## config.mk

```make
export PLATFORM = sky130hd
export DESIGN_NAME = fdivsqrt_postproc_seq
export DESIGN_NICKNAME = d
export VERILOG_FILES = /design/src/rtl/fdivsqrt_postproc_seq.sv
export SDC_FILE = /design/constraint.sdc
export NUM_CORES = 1
export LEC_CHECK = 0
export ABC_CLOCK_PERIOD_IN_PS = 3950
export BUFFER_PORTS_ARGS = -buffer_cell sky130_fd_sc_hd__clkbuf_2
export CORE_MARGIN = 4
export CORE_UTILIZATION = 30
export DETAILED_ROUTE_END_ITERATION = 12
export GPL_TIMING_DRIVEN = 0
export SETUP_SLACK_MARGIN = 0.05
export SYNTH_ARGS = -nofsm -noshare
export SYNTH_HDL_FRONTEND = slang
export SYNTH_SLANG_ARGS = --single-unit
```

## constraint.sdc

```tcl
create_clock -name clk -period 3.95 [get_ports clk]
set_input_delay 0.1975 -clock clk [delete_from_list [all_inputs] [get_ports clk]]
set_output_delay 0.1975 -clock clk [all_outputs]
set_load 0.02 [all_outputs]
```

## src/rtl/fdivsqrt_postproc_seq.sv

```systemverilog
// fdivsqrt_postproc_seq: sequential post-processing for a radix divide/sqrt
// recurrence. Resolves the redundant residual WS+WC with a CHUNK-bit
// carry-propagate adder over NCHUNK cycles and derives sign (neg), a nonzero
// flag (sticky) and the corrected quotient Q = neg ? UM : U.
//
// Optional feature: define FDIVSQRT_POSTPROC_FASTZERO_EN to skip the carry
// chain when both captured residual words are zero (latency 1).
//
// Ports:
//   clk, reset_n           clock, asynchronous active-low reset
//   flush                  synchronous abort, returns to IDLE
//   in_valid / in_ready    operand handshake (ready only in IDLE)
//   WS, WC   [DIVB+3:0]    redundant residual, Q4.DIVB two's complement
//   U, UM    [DIVB:0]      quotient and quotient-minus-ulp
//   out_valid / out_ready  result handshake (valid only in DONE)
//   Q        [DIVB:0]      corrected quotient/root
//   sticky, neg            residual nonzero / residual negative
module fdivsqrt_postproc_seq #(
  parameter int unsigned DIVB  = 56,
  parameter int unsigned CHUNK = 16
) (
  input  logic            clk,
  input  logic            reset_n,
  input  logic            flush,
  input  logic            in_valid,
  output logic            in_ready,
  input  logic [DIVB+3:0] WS,
  input  logic [DIVB+3:0] WC,
  input  logic [DIVB:0]   U,
  input  logic [DIVB:0]   UM,
  output logic            out_valid,
  input  logic            out_ready,
  output logic [DIVB:0]   Q,
  output logic            sticky,
  output logic            neg
);

  localparam int unsigned W         = DIVB + 4;
  localparam int unsigned NCHUNK    = (W + CHUNK - 1) / CHUNK;
  localparam int unsigned WP        = NCHUNK * CHUNK;
  localparam int unsigned IW        = (NCHUNK > 1) ? $clog2(NCHUNK) : 1;
  localparam int unsigned LAST_BITS = W - (NCHUNK - 1) * CHUNK;
  localparam int unsigned NEG_POS   = LAST_BITS - 1;

  // Only the valid residual bits of a partial top chunk feed the nonzero flag.
  localparam logic [CHUNK-1:0] LAST_MASK = {CHUNK{1'b1}} >> (CHUNK - LAST_BITS);
  localparam logic [IW-1:0]    LAST_IDX  = IW'(NCHUNK - 1);

  typedef enum logic [1:0] {
    S_IDLE,
    S_ADD,
    S_DONE
  } state_e;

  state_e          state_q, state_d;
  logic [WP-1:0]   ws_q, ws_d, wc_q, wc_d;
  logic [DIVB:0]   u_q, u_d, um_q, um_d, q_q, q_d;
  logic [IW-1:0]   idx_q, idx_d;
  logic            carry_q, carry_d;
  logic            nz_q, nz_d;
  logic            neg_q, neg_d;
  logic            in_ready_q, in_ready_d;
  logic            out_valid_q, out_valid_d;

  logic [CHUNK:0]   csum;
  logic [CHUNK-1:0] cmask;

  assign in_ready  = in_ready_q;
  assign out_valid = out_valid_q;
  assign Q         = q_q;
  assign sticky    = nz_q;
  assign neg       = neg_q;

  // State and datapath registers.
  always_ff @(posedge clk or negedge reset_n) begin
    if (!reset_n) begin
      state_q     <= S_IDLE;
      ws_q        <= '0;
      wc_q        <= '0;
      u_q         <= '0;
      um_q        <= '0;
      q_q         <= '0;
      idx_q       <= '0;
      carry_q     <= 1'b0;
      nz_q        <= 1'b0;
      neg_q       <= 1'b0;
      in_ready_q  <= 1'b1;
      out_valid_q <= 1'b0;
    end else begin
      state_q     <= state_d;
      ws_q        <= ws_d;
      wc_q        <= wc_d;
      u_q         <= u_d;
      um_q        <= um_d;
      q_q         <= q_d;
      idx_q       <= idx_d;
      carry_q     <= carry_d;
      nz_q        <= nz_d;
      neg_q       <= neg_d;
      in_ready_q  <= in_ready_d;
      out_valid_q <= out_valid_d;
    end
  end

  // Current chunk is always the low CHUNK bits; residual words shift down.
  always_comb begin
    csum  = (CHUNK+1)'(ws_q[CHUNK-1:0]) + (CHUNK+1)'(wc_q[CHUNK-1:0])
          + (CHUNK+1)'(carry_q);
    cmask = (idx_q == LAST_IDX) ? LAST_MASK : {CHUNK{1'b1}};
  end

  // Next-state and datapath control.
  always_comb begin
    state_d = state_q;
    ws_d    = ws_q;
    wc_d    = wc_q;
    u_d     = u_q;
    um_d    = um_q;
    q_d     = q_q;
    idx_d   = idx_q;
    carry_d = carry_q;
    nz_d    = nz_q;
    neg_d   = neg_q;

    if (flush) begin
      state_d = S_IDLE;
    end else begin
      unique case (state_q)
        S_IDLE: begin
          if (in_valid) begin
            ws_d    = WP'(WS);
            wc_d    = WP'(WC);
            u_d     = U;
            um_d    = UM;
            carry_d = 1'b0;
            nz_d    = 1'b0;
            idx_d   = '0;
            state_d = S_ADD;
`ifdef FDIVSQRT_POSTPROC_FASTZERO_EN
            // Both words zero: residual is exactly zero, no carry chain needed.
            if ((WS == '0) && (WC == '0)) begin
              neg_d   = 1'b0;
              q_d     = U;
              state_d = S_DONE;
            end
`endif
          end
        end
        S_ADD: begin
          carry_d = csum[CHUNK];
          nz_d    = nz_q | (|(csum[CHUNK-1:0] & cmask));
          ws_d    = ws_q >> CHUNK;
          wc_d    = wc_q >> CHUNK;
          idx_d   = idx_q + IW'(1);
          // Top chunk: sign is residual bit W-1; carry out of it is dropped.
          if (idx_q == LAST_IDX) begin
            neg_d   = csum[NEG_POS];
            q_d     = csum[NEG_POS] ? um_q : u_q;
            state_d = S_DONE;
          end
        end
        S_DONE: begin
          if (out_ready) state_d = S_IDLE;
        end
        default: state_d = S_IDLE;
      endcase
    end

    in_ready_d  = (state_d == S_IDLE);
    out_valid_d = (state_d == S_DONE);
  end

endmodule
```

==> summary.md <==
| Metric | Value |
|---|---|
| Sw power | `3.654 mW` |
| P_leak | `9.369 nW` |
| Cells after Synth | `1306` |
| Status | `finished clean` |
| H-tree Lvls | `2` |
| Die area | `45570 um2` |
| Hold endpoint | `out_valid` |
| Max Cap Viol | `0` |
| DR vias | `11580` |
| Area delta synth->final | `45.92%` |
| Top FF cell, synth | `dfrtp_1` |
| Share of cells above drive strength 1 | `19.49%` |
| Number of buffers created by CTS | `36` |
| Power share of the sequential group | `39.8%` |
| Post-synth EDFFs | `0` |
| Buffers inserted by post-CTS timing repair | `0` |
| Max frequency | `301.6 MHz` |
| Max-slew violation count | `0` |
| VDD IR max | `0.0002975 V` |
| Chip width | `213.5 um` |
| Routed WL | `44240 um` |
| Rows | `75` |
| Worst slew pin tran | `1.156 ns` |
| Critical path's largest stage delay | `0.48 ns` |
| WL/cell | `18.07 um` |
| DRC Markers | `0` |
| Switching share of power | `33.64%` |
| Placeable Area | `41850 um2` |
| Post_cts resized | `0` |
| DP HPWL | `29870 um` |
| Post-synthesis net count | `1563` |
| Port Buf Inserts | `299` |
| Max stage delay cell, worst path | `a211oi_1` |
| TritonCTS clock tree | `built` |
| Worst-path clk slew | `0.06 ns` |
| Hold Buf Count CTS | `236` |
| Hold path start | `out_ready` |
| Pwr dens | `587.7 nW/um2` |
| Initial Util | `30.26%` |
| First-pass DRT Iterations | `5` |
| Worst reg2reg path endpoint | `Q[34]` |
| Tot GR Track Use | `19.16%` |
| Path type of the worst setup path | `reg2reg` |
| Crit end category | `register` |
| Synth top area cells | `dfrtp_1 59%, nand2_1 16%, a22oi_1 5.3%, mux2i_1 4.6%, a21oi_1 2.7%` |
| R2r startpoint | `ws_q[0]` |
| Total grt overflow | `0` |
| Final period utilization | `83.93%` |
| Asr flop ratio synth | `100.0%` |
| Required @ worst endpoint | `4.34 ns` |
| GP Congestion | `0.8252` |
| Slew HR | `22.97%` |
| Combinational share of power | `29.2%` |
| RSZ-0062 raised after global routing | `false` |
| Number of warnings issued by yosys | `0` |
| Hold Slack | `0.03483 ns` |
| R2R setup slack | `0.63 ns` |
| Post-route minimum period | `3.315 ns` |
| Sequential fraction of the synthesis area | `59.29%` |
| Layout net count | `2138` |
| Post-synthesis cell area | `12660 um2` |
| Clock root cell | `clkbuf_16` |
| Clock Sinks | `300` |
| Post-synth top area share | `59.08%` |
| Fin area | `18480 um2` |
| Number of vias per cell | `4.726` |
| DR iter-0 viols | `699` |
| I/O pins | `300` |
| Start point of the critical path | `ws_q[0]` |
| Flops & latches, synth | `300` |
| CP Max Fanout | `10` |
| Crit-path cells | `fa_1 > a211oi_1 > o21ai_1 > a31oi_2 > nor2b_1 > nor2_2 > xnor2_2 > buf_2 > mux2i_1 > a21oi_1` |
| Core Util, Final | `44.16%` |
| Largest net degree at the start of global routing | `111` |
| Internal power | `7.208 mW` |
| Biggest area consumer among synthesized cells | `dfrtp_1` |
| Vias in the first global route | `12430` |
| R2R cell count | `10` |
| Synth unique cells | `46` |
| Avg Cell Area, Syn | `9.697 um2` |
| Worst-Skew Late Latency | `0.54 ns` |
| Worst Hold Depth | `4` |
| Initial antenna violation count | `1` |
| Worst Skew | `0.01700 ns` |
| HP Class | `in2reg` |
| # setup viols final | `0` |
| Die H | `213.5 um` |
| Final hold violations | `0` |
| Maximum clock path buffer count | `3` |
| Worst setup SP type | `register` |
| Critical path arrival | `3.71 ns` |
| ANT nets after route | `0` |
| First-pass GRT wire length | `68390 um` |
| Area after DPL | `14900 um2` |
| Clock power share | `31.1%` |
==> how the worst max path moves through the flow <==
stage / endpoint / slack, ns / cells after the start
floorplan: sticky / 1.14 / 9
global placement: um_q[3] / -3.92 / 1
detailed placement: Q[36] / 0.64 / 10
CTS: Q[36] / 0.62 / 10
global route: Q[34] / 0.44 / 10
finish: Q[34] / 0.63 / 10
==> sequential cells by signal (all words and copies together) (netlist names) <==
register	count
Q	57
carry_q	1
idx_q	2
in_ready	1
neg	1
out_valid	1
state_q	2
sticky	1
u_q	57
um_q	57
wc_q	60
ws_q	60
==> power groups by stage <==
stage	Combinational (mW)	Sequential, mW	Clock [mW]
6_report	3.17	4.32	3.37
5_1_grt	3.50	4.40	3.58
2_1_floorplan	1.60	4.58	0
3_3_place_gp	2.91	4.35	0
4_1_cts	3.17	4.32	3.46
3_5_place_dp	2.97	4.37	0
==> stage by stage <==
step	instances	setup WS, ns	TNS (ns)	power [mW]
5_1_grt	2449	0.4432	0	11.48
6_report	2449	0.6347	0	10.86
3_3_place_gp	2144	-3.917	-1160.31	7.255
2_1_floorplan	1306	1.136	0	6.187
4_1_cts	2448	0.6165	0	10.95
3_5_place_dp	2146	0.6390	0	7.340
==> worst max-delay path: cells and delay by family (launching register included) <==
kind	cells	cell delay, ns
compound gates	4	1.05
xor+xnor	1	0.22
fa+ha+maj	1	0.47
buf+inv	1	0.44
flops	1	0.42
mux	1	0.34
simple gates	2	0.22
==> routing by layer <==
metal	track usage, %	part of all wire, %	vias up
met5	0	0	-
met4	6.180	2.7	0
met3	3.219	4.9	81
met2	33.71	50	362
met1	24.15	43	5594
li1	-	-	5538
==> cell families (layout without fill, tap and decap cells) <==
kind of cell	count (synthesis)	count (layout)	synth area share [%]
and+or+nand+nor	611	611	18.53
xor gates and xnor gates	9	9	0.6817
muxes	60	60	4.762
DFF	300	300	59.29
adders and majority gates	18	18	1.897
AOI/OAI and AO/OA	226	226	12.25
other	0	1	0
buffers and inverters	82	685	2.588
==> final cells by class <==
cell class	count	area (um2)
clock buffer	53	1056
antenna	1	2.502
sequential	300	7508
inverter	3	11.26
fill	3942	23370
clock inverter	13	155.1
multi-input combinational	924	4833
tap	539	674.4
timing repair buffer	537	3923
buffer	79	316.6
==> placed cells by master, fill, tap and decap left out, drive strengths merged, types with 3 or more instances in the layout <==
| cell | n |
|---|---|
| nand2 | 525 |
| clkbuf | 418 |
| dfrtp | 299 |
| dlygate4sd3 | 236 |
| a22oi | 89 |
| a21oi | 68 |
| nor2 | 68 |
| mux2i | 58 |
| a22o | 33 |
| ha | 16 |
| buf | 15 |
| o21ai | 11 |
| a21o | 6 |
| xor2 | 5 |
| clkinv | 5 |
| inv | 5 |
| xnor2 | 4 |
| a2111oi | 3 |
| and2 | 3 |
| nand3 | 3 |
| o22ai | 3 |
| clkinvlp | 3 |
| bufinv | 3 |
| nor3 | 3 |
==> synth_stat cells (2+ instances only) <==
cell / n
a2111oi_0: 3
xor2_1: 5
buf_6: 2
a22o_1: 33
fa_1: 2
nand3_1: 3
xnor2_1: 3
inv_1: 3
dfrtp_1: 299
o22ai_1: 3
a22oi_1: 89
clkbuf_1: 66
buf_2: 4
a211o_1: 2
nor2_1: 67
a21oi_1: 68
mux2i_1: 58
o211ai_1: 2
o21ai_0: 9
mux2_2: 2
a211oi_1: 2
buf_1: 7
and2_1: 3
nor3_1: 3
a21o_1: 6
ha_1: 16
o21ai_1: 2
nand2_1: 525
and3b_1: 2
No activity file was read; power rests on OpenSTA's default activity.
